## src/rtl/uart_tx_fifo.sv

```systemverilog
// Buffered 8N1 UART transmitter: bytes are queued through a write strobe into
// a small FIFO and serialised LSB first onto tx with no idle gap between
// consecutive frames.
module uart_tx_fifo #(
    parameter int CLKS_PER_BIT = 5208,
    parameter int FIFO_DEPTH   = 8
) (
    input  logic       clk,
    input  logic       rst_n,
    input  logic       wr_en,
    input  logic [7:0] wr_data,
    output logic       full,
    output logic       empty,
    output logic       ovf,
    output logic       tx,
    output logic       tx_busy,
    output logic       tx_done
);

    localparam int AW = $clog2(FIFO_DEPTH);
    localparam int CW = AW + 1;
    localparam logic [15:0]   BAUD_LOAD = 16'(CLKS_PER_BIT - 1);
    localparam logic [CW-1:0] DEPTH_C   = CW'(FIFO_DEPTH);

    typedef enum logic [1:0] {
        S_IDLE  = 2'd0,
        S_START = 2'd1,
        S_DATA  = 2'd2,
        S_STOP  = 2'd3
    } state_t;

    state_t          r_state;
    state_t          w_next_state;
    logic [15:0]     r_baud;
    logic [15:0]     w_baud_next;
    logic [2:0]      r_bit;
    logic [2:0]      w_bit_next;
    logic [7:0]      r_shift;
    logic [7:0]      w_shift_next;
    logic            r_tx;
    logic            w_tx_next;
    logic            r_busy;
    logic            w_busy_next;
    logic            r_done;
    logic            w_done_next;
    logic            r_ovf;
    logic            w_pop;
    logic            w_wr_ok;
    logic            w_full;
    logic            w_empty;
    logic            w_baud_zero;
    logic [CW-1:0]   r_count;
    logic [AW-1:0]   r_wr_ptr;
    logic [AW-1:0]   r_rd_ptr;
    logic [7:0]      r_mem [FIFO_DEPTH];

    // Status flags come only from the registered count, so they lag a write/pop by one cycle.
    assign w_full      = (r_count == DEPTH_C);
    assign w_empty     = (r_count == '0);
    assign w_wr_ok     = wr_en & ~w_full;
    assign w_baud_zero = (r_baud == 16'd0);

    assign full    = w_full;
    assign empty   = w_empty;
    assign ovf     = r_ovf;
    assign tx      = r_tx;
    assign tx_busy = r_busy;
    assign tx_done = r_done;

    // FIFO storage; contents need no reset because count/pointers gate every read.
    always_ff @(posedge clk) begin
        if (w_wr_ok) begin
            r_mem[r_wr_ptr] <= wr_data;
        end
    end

    // FIFO pointers, occupancy count and overflow pulse.
    always_ff @(posedge clk or negedge rst_n) begin
        if (!rst_n) begin
            r_wr_ptr <= '0;
            r_rd_ptr <= '0;
            r_count  <= '0;
            r_ovf    <= 1'b0;
        end else begin
            r_ovf <= wr_en & w_full;
            if (w_wr_ok) begin
                r_wr_ptr <= r_wr_ptr + AW'(1);
            end
            if (w_pop) begin
                r_rd_ptr <= r_rd_ptr + AW'(1);
            end
            case ({w_wr_ok, w_pop})
                2'b10:   r_count <= r_count + CW'(1);
                2'b01:   r_count <= r_count - CW'(1);
                default: r_count <= r_count;
            endcase
        end
    end

    // State register plus the control counters and registered outputs that advance with it.
    always_ff @(posedge clk or negedge rst_n) begin
        if (!rst_n) begin
            r_state <= S_IDLE;
            r_baud  <= 16'd0;
            r_bit   <= 3'd0;
            r_tx    <= 1'b1;
            r_busy  <= 1'b0;
            r_done  <= 1'b0;
        end else begin
            r_state <= w_next_state;
            r_baud  <= w_baud_next;
            r_bit   <= w_bit_next;
            r_tx    <= w_tx_next;
            r_busy  <= w_busy_next;
            r_done  <= w_done_next;
        end
    end

    // Shift register holds the byte in flight; it is only meaningful once loaded by a pop.
    always_ff @(posedge clk) begin
        r_shift <= w_shift_next;
    end

    // Next-state logic: pops the FIFO from IDLE or straight out of the last stop cycle.
    always_comb begin
        w_next_state = r_state;
        w_baud_next  = r_baud;
        w_bit_next   = r_bit;
        w_shift_next = r_shift;
        w_pop        = 1'b0;
        case (r_state)
            S_IDLE: begin
                if (!w_empty) begin
                    w_pop        = 1'b1;
                    w_shift_next = r_mem[r_rd_ptr];
                    w_baud_next  = BAUD_LOAD;
                    w_next_state = S_START;
                end
            end
            S_START: begin
                if (w_baud_zero) begin
                    w_baud_next  = BAUD_LOAD;
                    w_bit_next   = 3'd0;
                    w_next_state = S_DATA;
                end else begin
                    w_baud_next = r_baud - 16'd1;
                end
            end
            S_DATA: begin
                if (w_baud_zero) begin
                    w_baud_next  = BAUD_LOAD;
                    w_shift_next = {1'b0, r_shift[7:1]};
                    if (r_bit == 3'd7) begin
                        w_next_state = S_STOP;
                    end else begin
                        w_bit_next = r_bit + 3'd1;
                    end
                end else begin
                    w_baud_next = r_baud - 16'd1;
                end
            end
            S_STOP: begin
                if (w_baud_zero) begin
                    if (!w_empty) begin
                        w_pop        = 1'b1;
                        w_shift_next = r_mem[r_rd_ptr];
                        w_baud_next  = BAUD_LOAD;
                        w_next_state = S_START;
                    end else begin
                        w_next_state = S_IDLE;
                    end
                end else begin
                    w_baud_next = r_baud - 16'd1;
                end
            end
            default: begin
                w_next_state = S_IDLE;
            end
        endcase
    end

    // Output logic: tx/busy are computed from the upcoming state so the pins come straight off flops.
    always_comb begin
        w_tx_next   = 1'b1;
        w_busy_next = (w_next_state != S_IDLE);
        // Done is raised one edge early so it is high during the final stop cycle.
        w_done_next = (r_state == S_STOP) && (r_baud == 16'd1);
        case (w_next_state)
            S_START: w_tx_next = 1'b0;
            S_DATA:  w_tx_next = w_shift_next[0];
            default: w_tx_next = 1'b1;
        endcase
    end

endmodule

```

## config.mk

```make
export PLATFORM = sky130hd
export DESIGN_NAME = uart_tx_fifo
export DESIGN_NICKNAME = d
export VERILOG_FILES = /design/src/rtl/uart_tx_fifo.sv
export SDC_FILE = /design/constraint.sdc
export NUM_CORES = 1
export LEC_CHECK = 0
export CAP_MARGIN = 5
export CORE_AREA = 2 2 101 151
export DETAILED_ROUTE_END_ITERATION = 7
export DIE_AREA = 0 0 103 153
export MAX_ROUTING_LAYER = met4
export PLACE_DENSITY = 0.54
export SYNTH_ARGS = -nofsm -noshare
export SYNTH_HDL_FRONTEND = slang
export SYNTH_SLANG_ARGS = --single-unit
```

## constraint.sdc

```tcl
create_clock -name clk -period 3.92 [get_ports clk]
set_input_delay 0.588 -clock clk [delete_from_list [all_inputs] [get_ports clk]]
set_output_delay 0.588 -clock clk [all_outputs]
set_load 0.1 [all_outputs]
```

## Yosys cells after proc, flatten, opt, wreduce, memory -nomap -nowiden

Memories as Yosys holds them, arrays and structs flattened.
Cells that the tools add are included.

- Flip-flop bits (word level): 43
- Bits in latches: 0
- Memory bits (writable): 64
- ROM bits: 0
- Input bits: 11
- Output and inout port bits: 6
- Logic and storage cells: 73
- Memories: 1

- Add/sub/neg operators: 6
- Multiply operators: 0
- Div/mod/pow operators: 0
- Magnitude comparators: 0
- Equality and inequality tests: 14
- Shift-type cells: 0
- Multiplexer cells: 26
- Bitwise gates (word level): 3
- Reductions and logical operators: 11

Memories:

| name | depth | bits a word | read ports | clocked after Yosys merged registers in | write ports | RTL line | RTL |
|---|---|---|---|---|---|---|---|
| r_mem | 8 | 8 | 1 | 0 | 1 | 55 | `logic [7:0] r_mem [FIFO_DEPTH];` |

Operators with widths:

| operator | count |
|---|---|
| 2-to-1 mux 16 bit | 3 |
| one-hot mux 16 bit (3 select lines) | 1 |
| 2-to-1 mux 8 bit | 3 |
| one-hot mux 8 bit (3 select lines) | 1 |
| equality test 16 x 1 -> 1 bit, second input constant | 1 |
| logical NOT 16 bit | 1 |
| subtractor 16 x 1 -> 16 bit, second input constant | 1 |
| 2-to-1 mux 2 bit | 5 |
| adder 3 x 1 -> 3 bit, second input constant | 3 |
| 2-to-1 mux 3 bit | 3 |
| equality test 2 bit, second input constant | 4 |
| != test 2 bit, second input constant | 4 |
| one-hot mux 2 bit (4 select lines) | 1 |
| one-hot mux 4 bit (2 select lines) | 1 |
| equality test 2 x 1 -> 1 bit, second input constant | 3 |
| one-hot mux 3 bit (2 select lines) | 1 |
| nonzero test 2 bit | 3 |
| 2-to-1 mux 1 bit | 5 |
| adder 4 x 1 -> 4 bit, second input constant | 1 |
| equality test 4 bit, second input constant | 1 |
| logical NOT 4 bit | 1 |
| one-hot mux 1 bit (2 select lines) | 2 |
| AND reduction 4 bit | 1 |
| subtractor 4 x 1 -> 4 bit, second input constant | 1 |
| other kinds (8) | 9 |

## Longest topological paths before layout

Gate-level depths: netlist of run 1.

- Depth in word-level cells: 6
- Mapped depth: 14

## Worst setup path before layout of run 1

No wires, ideal clock.

- Kind: register -> register
- Start point: reg, netlist name r_count[0]
- End point: reg r_shift[1], data pin
- Setup time: 0.265 ns
- Data arrival time: 2.705 ns
- Required time: 3.655 ns
- Path slack: 0.949 ns
- Cell stages (with the launch flop): 8
- Clock period less this slack: 2.971 ns
- Cell sequence: dfrtp_1 or4_1 clkbuf_1 clkinv_1 clkbuf_1 o21ai_0 a32oi_1 nor2_1

RTL lines:

| element | RTL line | RTL |
|---|---|---|
| to (signal assigned) | 121 | `r_shift <= w_shift_next;` |
| to (decl) | 38 | `logic [7:0] r_shift;` |

## Worst setup path after layout of run 1

- Start point: reg r_count[0]
- End point: out full

- Word-level cells in the longest chain between the ends: 1

Ends and longest elaborated chain:

| element | RTL line | RTL |
|---|---|---|
| from (decl) | 52 | `logic [CW-1:0] r_count;` |
| from (signal assigned) | 93 | `2'b10: r_count <= r_count + CW'(1);` |
| from (signal assigned) | 94 | `2'b01: r_count <= r_count - CW'(1);` |
| from (signal assigned) | 95 | `default: r_count <= r_count;` |
| equality test 4 bit | 58 | `assign w_full = (r_count == DEPTH_C);` |
| to (decl) | 12 | `output logic full,` |

Every way passes these cells.

==> flow_summary_export.csv, run 1 <==
group,metric,value,unit
pwr,power.static_leakage,2.05,nW
layout,layout.cells.non_filler,589,
synthesis,synth_seq_cells,107,
setup_path,crit_arrival,2.39,ns
layout,antennaDiodeCount,0,
run_status,run_status,"finished, final reports clean",
clock_tree,post-cts-setup-buffer-count,0,
clock_tree,clock_sink_count,107,
setup_path,cp-start-kind,"flop",
floorplan,num_rows,54,
setup_path,worstPathBufferInverterCount,2,
synthesis,post_synth_inst_count,368,
pwr,vdd_ir_drop_max,0.227,mV
synthesis,number_of_distinct_library_cell_variants_in_the_gate_level_netlist_after_synthesis,56,
clock_tree,ctsLongestPathBuffers,2,
setup_path,r2r_setup_slack,0.95,ns
drt,via_per_inst,5.14,
floorplan,die_h,153,µm
pwr,power.density_cell_area,488,mW/mm²
synthesis,asyncSetResetFlopFracSynth,32.7,%
grt,grt_first_pass_wirelength,16200,µm
clock_tree,clk_latency,0.35,ns
clock_tree,numCtsBuffers,9,
sta,setup-violations-final,0,
placed_design,post-place-cells,573,
drt,drc,0,
synthesis,syn-num-nets,394,
floorplan,io_pins,17,
drt,drt_iter0_markers,145,
grt,grt_start_max_net_pins,36,
sta,final_hold_viol_count,0,
sta,achievable-frequency,335,MHz
setup_path,critical_path_peak_fanout,5,
setup_path,critPathRequiredTime,3.33,ns
sta,fin_setup_tns,0,ns
clock_tree,cts-resized-gates,0,
sta,finalMaxSlewViolations,0,
synthesis,post_synth_instance_area,0.00494,mm²
floorplan,coreArea,0.0145,mm²
placed_design,placement.io_buffers,16,
sta,period_minus_slack,2.98,ns
run,max-cap-violations,0,
layout,layout.nets,414,
drt,drtAntennaViolNets,0,
clock_tree,cts_hold_repair.buffers,0,
floorplan,floorplan.initialDensity,34.2,%
clock_tree,cts_htree_levels,3,
setup_path,worst_path_largest_cell_delay,1.12,ns
setup_path,worstPathCellList,"nor3_1 > nand2_1 > inv_1 > clkdlybuf4s50_1",
placed_design,gp_congestion,0.804,
synthesis,synthesis.yosys.warnings,0,
min_path,hold_path.class,"in -> async",
setup_path,timing.critical_path.max_delay_family,"buffers and inverters",
setup_path,path_class,"reg -> out",
layout,area_added_between_synthesis_and_finish,14.7,%
grt,grt-ovfl-total,0,
drt,firstDrtPassIters,4,
layout,layout-drive-gt1-share,15.3,%
synthesis,synth_sequential_area_ratio,61.3,%
drt,vias,3030,
floorplan,area_enclosed_by_the_die_boundary,0.0158,mm²
sta,worst_slew_margin_rel,26.3,%
grt,initial_antenna_violation_count,0,
sta,worst_slew_pin_slew,1.09,ns
grt,number_of_global_route_vias_before_repair,3007,
synthesis,synth-edff-count,71,
drt,routed_wire_length,9980,µm
synthesis,syn_avg_cell_area,13.4,µm²
sta,final.setup_skew,0.0132,ns
synthesis,synthFlopType,"edfxtp_1",
setup_path,timing.critical_path.slowest_stage_cell,"clkdlybuf4s50_1",
drt,avgRoutedWirePerCell,16.9,µm
clock_tree,clkSlewWorstSetupHoldPaths,0.08,ns
sta,rsz0062_at_grt,"false",
grt,grt_usage,14.0,%
setup_path,setup.worst_path.end_class,"output pin",
placed_design,dp_hpwl,6760,µm
sta,finalCritPeriodShare,76.1,%
clock_tree,clock-root-buffer,"clkbuf_16",
clock_tree,cts_tree,"yes",
floorplan,dieWidth,103,µm
==> cell usage after synthesis (2+ instances only) <==
cell	instances	area share, %
a21oi_1	14	1.4
xnor2_1	5	0.89
mux4_2	16	7.3
nand3_1	5	0.51
nand2_1	28	2.1
ha_1	14	3.5
edfxtp_1	71	43
a21o_1	2	0.30
or4_1	2	0.30
a22o_1	5	0.89
nor3_2	3	0.61
nor3b_1	2	0.30
clkbuf_1	12	0.91
o22a_1	5	0.89
o31ai_1	4	0.61
nor4b_1	2	0.35
nor2_1	35	2.7
a31oi_1	5	0.63
xor2_1	3	0.53
buf_2	2	0.20
o22ai_1	2	0.25
nor3_1	14	1.4
mux2_2	2	0.46
o21ai_0	22	2.2
nand4_1	3	0.38
inv_1	12	0.91
o41ai_1	3	0.53
mux2i_1	9	1.8
dfrtp_1	34	17
a32oi_1	6	1.1
==> path summary, 6_finish.rpt <==
| check | from | end | cells after the start |
|---|---|---|---|
| worst max-delay path | r_count[0] | full | 4 |
| worst max register to register | r_baud[10] | r_count[3] | 11 |
| min in group clk | r_count[3] | r_count[3] | 1 |
| worst min-delay path | rst_n | r_baud[6] | 1 |
| max in group asynchronous | rst_n | r_count[1] | 1 |
| worst min register to register | r_count[3] | r_count[3] | 1 |
==> layout by cell type (no fill, tap or decap), types with 4 or more instances in the layout <==
master           instances
clkbuf_16                9
nand3_1                  5
a32oi_1                  6
nor2_1                  35
dfrtp_1                 34
o31ai_1                  4
buf_4                   11
o22a_1                   5
a22o_1                   5
mux2i_1                  9
xnor2_1                  5
clkdlybuf4s50_1         14
edfxtp_1                71
ha_1                    14
inv_1                   12
nand2_1                 28
a31oi_1                  5
nor3_1                  14
a21oi_1                 14
mux4_2                  16
o21ai_0                 22
==> metrics by stage <==
stage	hold slack [ns]	util, %	power [mW]	cell area (µm²)	worst slack (ns)
4_1_cts	0.346	39.2	2.81	5670	0.896
3_3_place_gp	0.493	37.0	1.86	5350	0.987
5_1_grt	0.380	39.2	2.91	5670	0.684
2_1_floorplan	0.292	-	1.71	4940	0.949
3_5_place_dp	0.512	37.0	1.88	5350	0.955
6_report	0.325	39.2	2.77	5670	0.937
==> power breakdown <==
| group | total (mW) | internal (mW) | switching [mW] | leakage (nW) |
|---|---|---|---|---|
| registers | 1.43 | 1.35 | 0.0825 | 1.08 |
| clock network | 0.926 | 0.460 | 0.465 | 0.152 |
| logic | 0.412 | 0.156 | 0.256 | 0.818 |
| total | 2.77 | 1.96 | 0.804 | 2.05 |
==> metal layers <==
metal | vias up | global-route usage [%] | wire [µm]
li1 | 1445 | - | -
met1 | 1547 | 16.5 | 4130
met2 | 30 | 23.8 | 5490
met3 | 8 | 2.47 | 221
met4 | 0 | 4.76 | 131
met5 | - | - | 0
==> kinds of logic after synthesis <==
logic type                 Yosys count  share of synthesized area (%)
DFF                                107                           61.3
xor gates and xnor gates             8                           1.42
adders and majority gates           15                           3.95
AOI/OAI and AO/OA                   80                           11.0
buffers and inverters               30                           2.56
and+or+nand+nor                    101                           10.1
muxes                               27                           9.57
==> sequential cells by signal (all words and copies together), names as in the netlist <==
signal    count
tx_done       1
r_wr_ptr      3
r_state       2
tx            1
r_baud       16
r_mem        64
r_count       4
ovf           1
r_bit         3
tx_busy       1
r_shift       8
r_rd_ptr      3
==> layout make-up <==
class                      instances  area (µm²)
clock buffer                       9         225
clock inverter                     7        88.8
fill                            1398        8790
inverter                          13        48.8
multi-input combinational        231        1800
sequential                       107        3030
tap                              196         245
timing repair buffer              26         228
(Power assumes the default switching activity.)
==> inputs of run 2 (changes only) <==
PLACE_DENSITY = 0.55   (was 0.54)
clock period = 2.7 ns   (was 3.92 ns; I/O delays follow)
==> run 2 against run 1 <==
- sequential cell count did not move
- cell area increased by 3.1%
- via count is 2.6% higher
- global-route usage increased by 0.13 points
- register-to-register slack worse by 0.81 ns
- die area is the same
- worst hold slack worse by 0.17 ns
- combinational power increased by 59%
- sequential power increased by 45%
- power increased by 47%
- first-iteration DRC count decreased by 26%
==> flow_summary_export.csv, run 2 (synthesis results as in run 1) <==
group,metric,value,unit
clock_tree,cts_tree,"yes",
clock_tree,cts_htree_levels,3,
drt,drtAntennaViolNets,0,
pwr,share_comb_of_total_power,16.1,%
layout,layout.cells.non_filler,609,
drt,via_per_inst,5.11,
layout,seqCellArea,0.00303,mm²
floorplan,die_h,153,µm
setup_path,worstPathBufferInverterCount,0,
setup_path,critical_path_peak_fanout,5,
pwr,power.density_cell_area,696,mW/mm²
grt,grt-ovfl-total,0,
sta,final.setup_skew,0.0171,ns
run,max-cap-violations,0,
placed_design,gp_congestion,0.822,
floorplan,floorplan.initialDensity,34.2,%
layout,multi_input_comb_area,0.00184,mm²
clock_tree,clkSlewWorstSetupHoldPaths,0.09,ns
clock_tree,numCtsBuffers,9,
sta,achievable-frequency,391,MHz
sta,period_minus_slack,2.56,ns
setup_path,cp-start-kind,"flop",
sta,rsz0062_at_grt,"true",
layout,most_common_cell_after_layout_fill_and_taps_aside,"edfxtp_1",
clock_tree,clock_sink_count,107,
floorplan,dieWidth,103,µm
layout,largest_register,"r_mem",
layout,area_added_between_synthesis_and_finish,18.3,%
pwr,vdd_ir_drop_max,0.417,mV
setup_path,critPathRequiredTime,2.94,ns
min_path,hold_path.class,"in -> async",
sta,fin_setup_tns,0,ns
run_status,run_status,"finished, final reports clean",
drt,drt_iter0_markers,108,
clock_tree,clk_latency,0.35,ns
sta,worst_slew_pin_slew,0.845,ns
sta,finalMaxSlewViolations,0,
pwr,total_power,4.07,mW
grt,grt_start_max_net_pins,36,
layout,antennaDiodeCount,0,
setup_path,crit_arrival,2.80,ns
grt,number_of_global_route_vias_before_repair,3315,
drt,vias,3110,
layout,layout-drive-gt1-share,21.5,%
pwr,power_report.internal_total,2.88,mW
setup_path,timing.critical_path.slowest_stage_cell,"or3_4",
floorplan,coreArea,0.0145,mm²
grt,initial_antenna_violation_count,0,
drt,firstDrtPassIters,5,
drt,routed_wire_length,10100,µm
grt,grt_first_pass_wirelength,16700,µm
placed_design,post-place-cells,592,
setup_path,setup.worst_path.end_class,"flop",
layout,largest_registers,"r_mem (64), r_baud (16), r_shift (8)",
floorplan,io_pins,17,
drt,drc,0,
floorplan,area_enclosed_by_the_die_boundary,0.0158,mm²
layout,layout.nets,434,
pwr,power.static_leakage,2.16,nW
sta,finalCritPeriodShare,94.7,%
layout,final_cell_mix,"71 x edfxtp_1, 35 x nor2_1, 35 x buf_4",
pwr,switching_share,29.1,%
grt,grt_usage,14.1,%
layout,largest_register_ff_count,64,
placed_design,dp_hpwl,6960,µm
sta,setup-violations-final,0,
setup_path,worstPathCellList,"or3_4 > nor4_4 > a31oi_2 > nor3_2 > ha_2 > ha_4 > a21o_1 > a21oi_2 > xnor2_1 > nor2_1 > xor2_1",
layout,layout.filler_cells,1354,
drt,avgRoutedWirePerCell,16.6,µm
setup_path,timing.critical_path.max_delay_family,"simple AND/OR/NAND/NOR gates",
setup_path,worst_path_largest_cell_delay,0.42,ns
setup_path,path_class,"reg -> reg",
pwr,total_switching_power,1.18,mW
layout,fin_util,40.4,%
sta,final_hold_viol_count,0,
clock_tree,ctsLongestPathBuffers,2,
floorplan,num_rows,54,
clock_tree,clock-root-buffer,"clkbuf_16",
pwr,clkPwrFrac,32.9,%
pwr,p_seq_share,51.0,%
sta,worst_slew_margin_rel,43.7,%
placed_design,placement.io_buffers,16,
==> run 2: timing repair <==
| action | 4_1_cts | 5_1_grt |
|---|---|---|
| hold buffers | 0 | 0 |
| endpoints found under the setup margin | 0 | 1 |
| resized for setup | 0 | 3 |
| setup buffers | 0 | 1 |
==> run 2: cell type report <==
type                            instances  area share (%)
Sequential cell                       107            51.8
Multi-Input combinational cell        231            31.4
Timing Repair Buffer                   46            6.47
Tap cell                              196            4.20
Clock buffer                            9            3.85
Clock inverter                          7            1.39
Inverter                               13           0.835
==> run 2: through the flow <==
step / instance area (µm²) / worst slack (ns) / hold WS, ns
2_1_floorplan: 4960 / -0.00716 / 0.109
3_3_place_gp: 5510 / 0.0883 / 0.498
3_5_place_dp: 5510 / 0.0555 / 0.503
4_1_cts: 5810 / 0.0341 / 0.196
5_1_grt: 5840 / -0.0229 / 0.220
6_report: 5840 / 0.142 / 0.153
==> run 2: metal layers <==
metal / vias to the layer above / part of all wire, % / GRT usage, %
met5: - / 0 / -
li1: 1489 / - / -
met2: 41 / 56 / 24.9
met1: 1574 / 41 / 15.8
met3: 6 / 2.1 / 2.38
met4: 0 / 0.84 / 5.01
==> run 2: worst paths after layout <==
path | end | cells after the start | start | slack [ns]
max | r_count[3] | 11 | r_baud[11] | 0.14
min | r_baud[8] | 1 | rst_n | 0.15
max reg2reg | r_count[3] | 11 | r_baud[11] | 0.14
min reg2reg | r_count[3] | 1 | r_count[3] | 0.52
max in group asynchronous | r_count[2] | 1 | rst_n | 2.00
min in group clk | r_count[3] | 1 | r_count[3] | 0.52
==> run 2: power by group through the flow <==
stage / sequential, mW / combinational (mW) / clock, mW
2_1_floorplan: 2.08 / 0.412 / 0
3_3_place_gp: 2.10 / 0.650 / 0
3_5_place_dp: 2.11 / 0.662 / 0
4_1_cts: 2.07 / 0.662 / 1.37
5_1_grt: 2.10 / 0.720 / 1.44
6_report: 2.08 / 0.654 / 1.34
==> inputs of run 3 (changes only) <==
GPL_TIMING_DRIVEN = 0   (was unset)
REMOVE_ABC_BUFFERS = 1   (was unset)
==> run 3 against run 2 <==
- worst setup slack lost 0.10 ns
- combinational power shrank 6.9%
- utilization shrank 0.55 points
- via count shrank 4.3%
- final cell count shrank 3.3%
- maximum frequency shrank 3.8%
- sequential power is essentially flat
==> flow_summary_export.csv, run 3 (synthesis results as in run 1) <==
group,metric,value,unit
grt,number_of_global_route_vias_before_repair,3069,
pwr,power.density_cell_area,700,mW/mm²
sta,worst_slew_pin_slew,0.968,ns
drt,via_per_inst,5.05,
floorplan,num_rows,54,
floorplan,io_pins,17,
layout,final_cell_mix,"71 x edfxtp_1, 35 x nor2_1, 33 x dfrtp_1",
grt,grt_first_pass_wirelength,16200,µm
setup_path,crit_arrival,2.89,ns
sta,finalCritPeriodShare,98.5,%
sta,hold_slack,0.142,ns
setup_path,reg2reg_from,"r_baud[10]",
floorplan,area_enclosed_by_the_die_boundary,0.0158,mm²
setup_path,cp-start-kind,"flop",
sta,final_hold_viol_count,0,
drt,drtAntennaViolNets,0,
drt,drt_iter0_markers,107,
layout,largest_register_ff_count,64,
setup_path,path_class,"reg -> reg",
placed_design,dp_hpwl,6550,µm
drt,firstDrtPassIters,4,
min_path,hold_path.class,"in -> async",
clock_tree,ctsLongestPathBuffers,2,
grt,grt-ovfl-total,0,
sta,worst_slew_margin_rel,35.3,%
drt,drc,0,
clock_tree,clock-root-buffer,"clkbuf_16",
clock_tree,cts_htree_levels,3,
layout,antennaDiodeCount,0,
pwr,power.static_leakage,2.06,nW
layout,most_common_cell_after_layout_fill_and_taps_aside,"edfxtp_1",
sta,rsz0062_at_grt,"true",
floorplan,coreArea,0.0145,mm²
setup_path,critPathRequiredTime,2.93,ns
sta,fin_setup_tns,0,ns
layout,area_added_between_synthesis_and_finish,16.7,%
layout,largest_registers,"r_mem (64), r_baud (16), r_shift (8)",
drt,vias,2976,
drt,avgRoutedWirePerCell,16.6,µm
layout,layout-drive-gt1-share,19.1,%
floorplan,floorplan.initialDensity,34.2,%
sta,setup-violations-final,0,
run_status,run_status,"finished, final reports clean",
sta,period_minus_slack,2.66,ns
placed_design,gp_congestion,0.750,
floorplan,die_h,153,µm
clock_tree,cts_hold_repair.buffers,0,
sta,achievable-frequency,376,MHz
clock_tree,numCtsBuffers,9,
drt,routed_wire_length,9780,µm
pwr,vdd_ir_drop_max,0.391,mV
grt,grt_start_max_net_pins,36,
setup_path,crit_path_start,"r_baud[10]",
grt,grt_usage,13.8,%
layout,largest_register,"r_mem",
clock_tree,clock_sink_count,107,
layout,layout.nets,414,
placed_design,post-place-cells,566,
layout,layout.cells.non_filler,589,
setup_path,critical_path_peak_fanout,4,
sta,finalMaxSlewViolations,0,
setup_path,setup.worst_path.end_class,"flop",
pwr,total_power,4.04,mW
grt,initial_antenna_violation_count,0,
placed_design,placement.io_buffers,16,
floorplan,dieWidth,103,µm
clock_tree,clk_latency,0.35,ns
layout,fin_util,39.9,%
sta,final.setup_skew,0.0143,ns
clock_tree,cts_tree,"yes",
run,max-cap-violations,0,
clock_tree,clkSlewWorstSetupHoldPaths,0.08,ns
-- run 3: cell count changes in the layout (fill, tap and decap cells not counted), sizes merged --
| cell | previous run | this run |
|---|---|---|
| clkdlybuf4s50 | 9 | 13 |
| clkinv | 3 | 4 |
| inv | 17 | 16 |
| buf | 37 | 12 |
| dlygate4sd2 | 0 | 1 |
-- run 3: final cells by class --
type / count / area (µm²)
clock inverter: 7 / 86.3
multi-input combinational: 231 / 1900
tap: 196 / 245
clock buffer: 9 / 225
timing repair buffer: 26 / 224
fill: 1372 / 8690
sequential: 107 / 3030
inverter: 13 / 50.0
-- run 3: final timing paths --
path	end	slack (ns)	depth (start not counted)
setup / recovery	r_count[3]	0.04	11
hold / removal	r_count[2]	0.14	1
setup reg to reg	r_count[3]	0.04	11
hold reg to reg	r_count[3]	0.52	1
max in group asynchronous	r_rd_ptr[0]	2.00	1
min in group clk	r_count[3]	0.52	1
-- run 3: repair_timing --
action | in CTS | in global routing
resized for setup | 17 | 6
cloned | 0 | 0
pin swaps | 8 | 3
buffers inserted | 5 | 2
setup endpoints to repair | 5 | 14
-- run 3: metrics by stage --
step,setup WS [ns],instance area [µm²]
3_5_place_dp,-0.481,5320
6_report,0.0406,5760
4_1_cts,-0.104,5740
3_3_place_gp,-0.824,5270
5_1_grt,-0.109,5760
2_1_floorplan,-0.604,4860
-- run 3: per-layer routing --
layer / global-route usage [%] / part of all wire (%) / wire length (µm)
met1: 16.5 / 41 / 4020
met2: 23.2 / 55 / 5400
met3: 2.06 / 2.4 / 236
met4: 5.08 / 1.3 / 129
met5: - / 0 / 0
-- run 3: worst max-delay path: stages, from the launching register on --
cell and delay [ns]:
dfrtp_1 0.38, or3_4 0.41, nor4_4 0.25, a31oi_2 0.17
nor3_2 0.22, ha_2 0.25, ha_4 0.20, a21o_1 0.17
a21oi_2 0.15, xnor2_1 0.13, nor2_1 0.07, xor2_1 0.14
-- run 3: report_power, final --
| part | switching, mW | internal (mW) | total (mW) |
|---|---|---|---|
| sequential | 0.135 | 1.96 | 2.09 |
| clock | 0.670 | 0.667 | 1.34 |
| combinational | 0.382 | 0.227 | 0.609 |
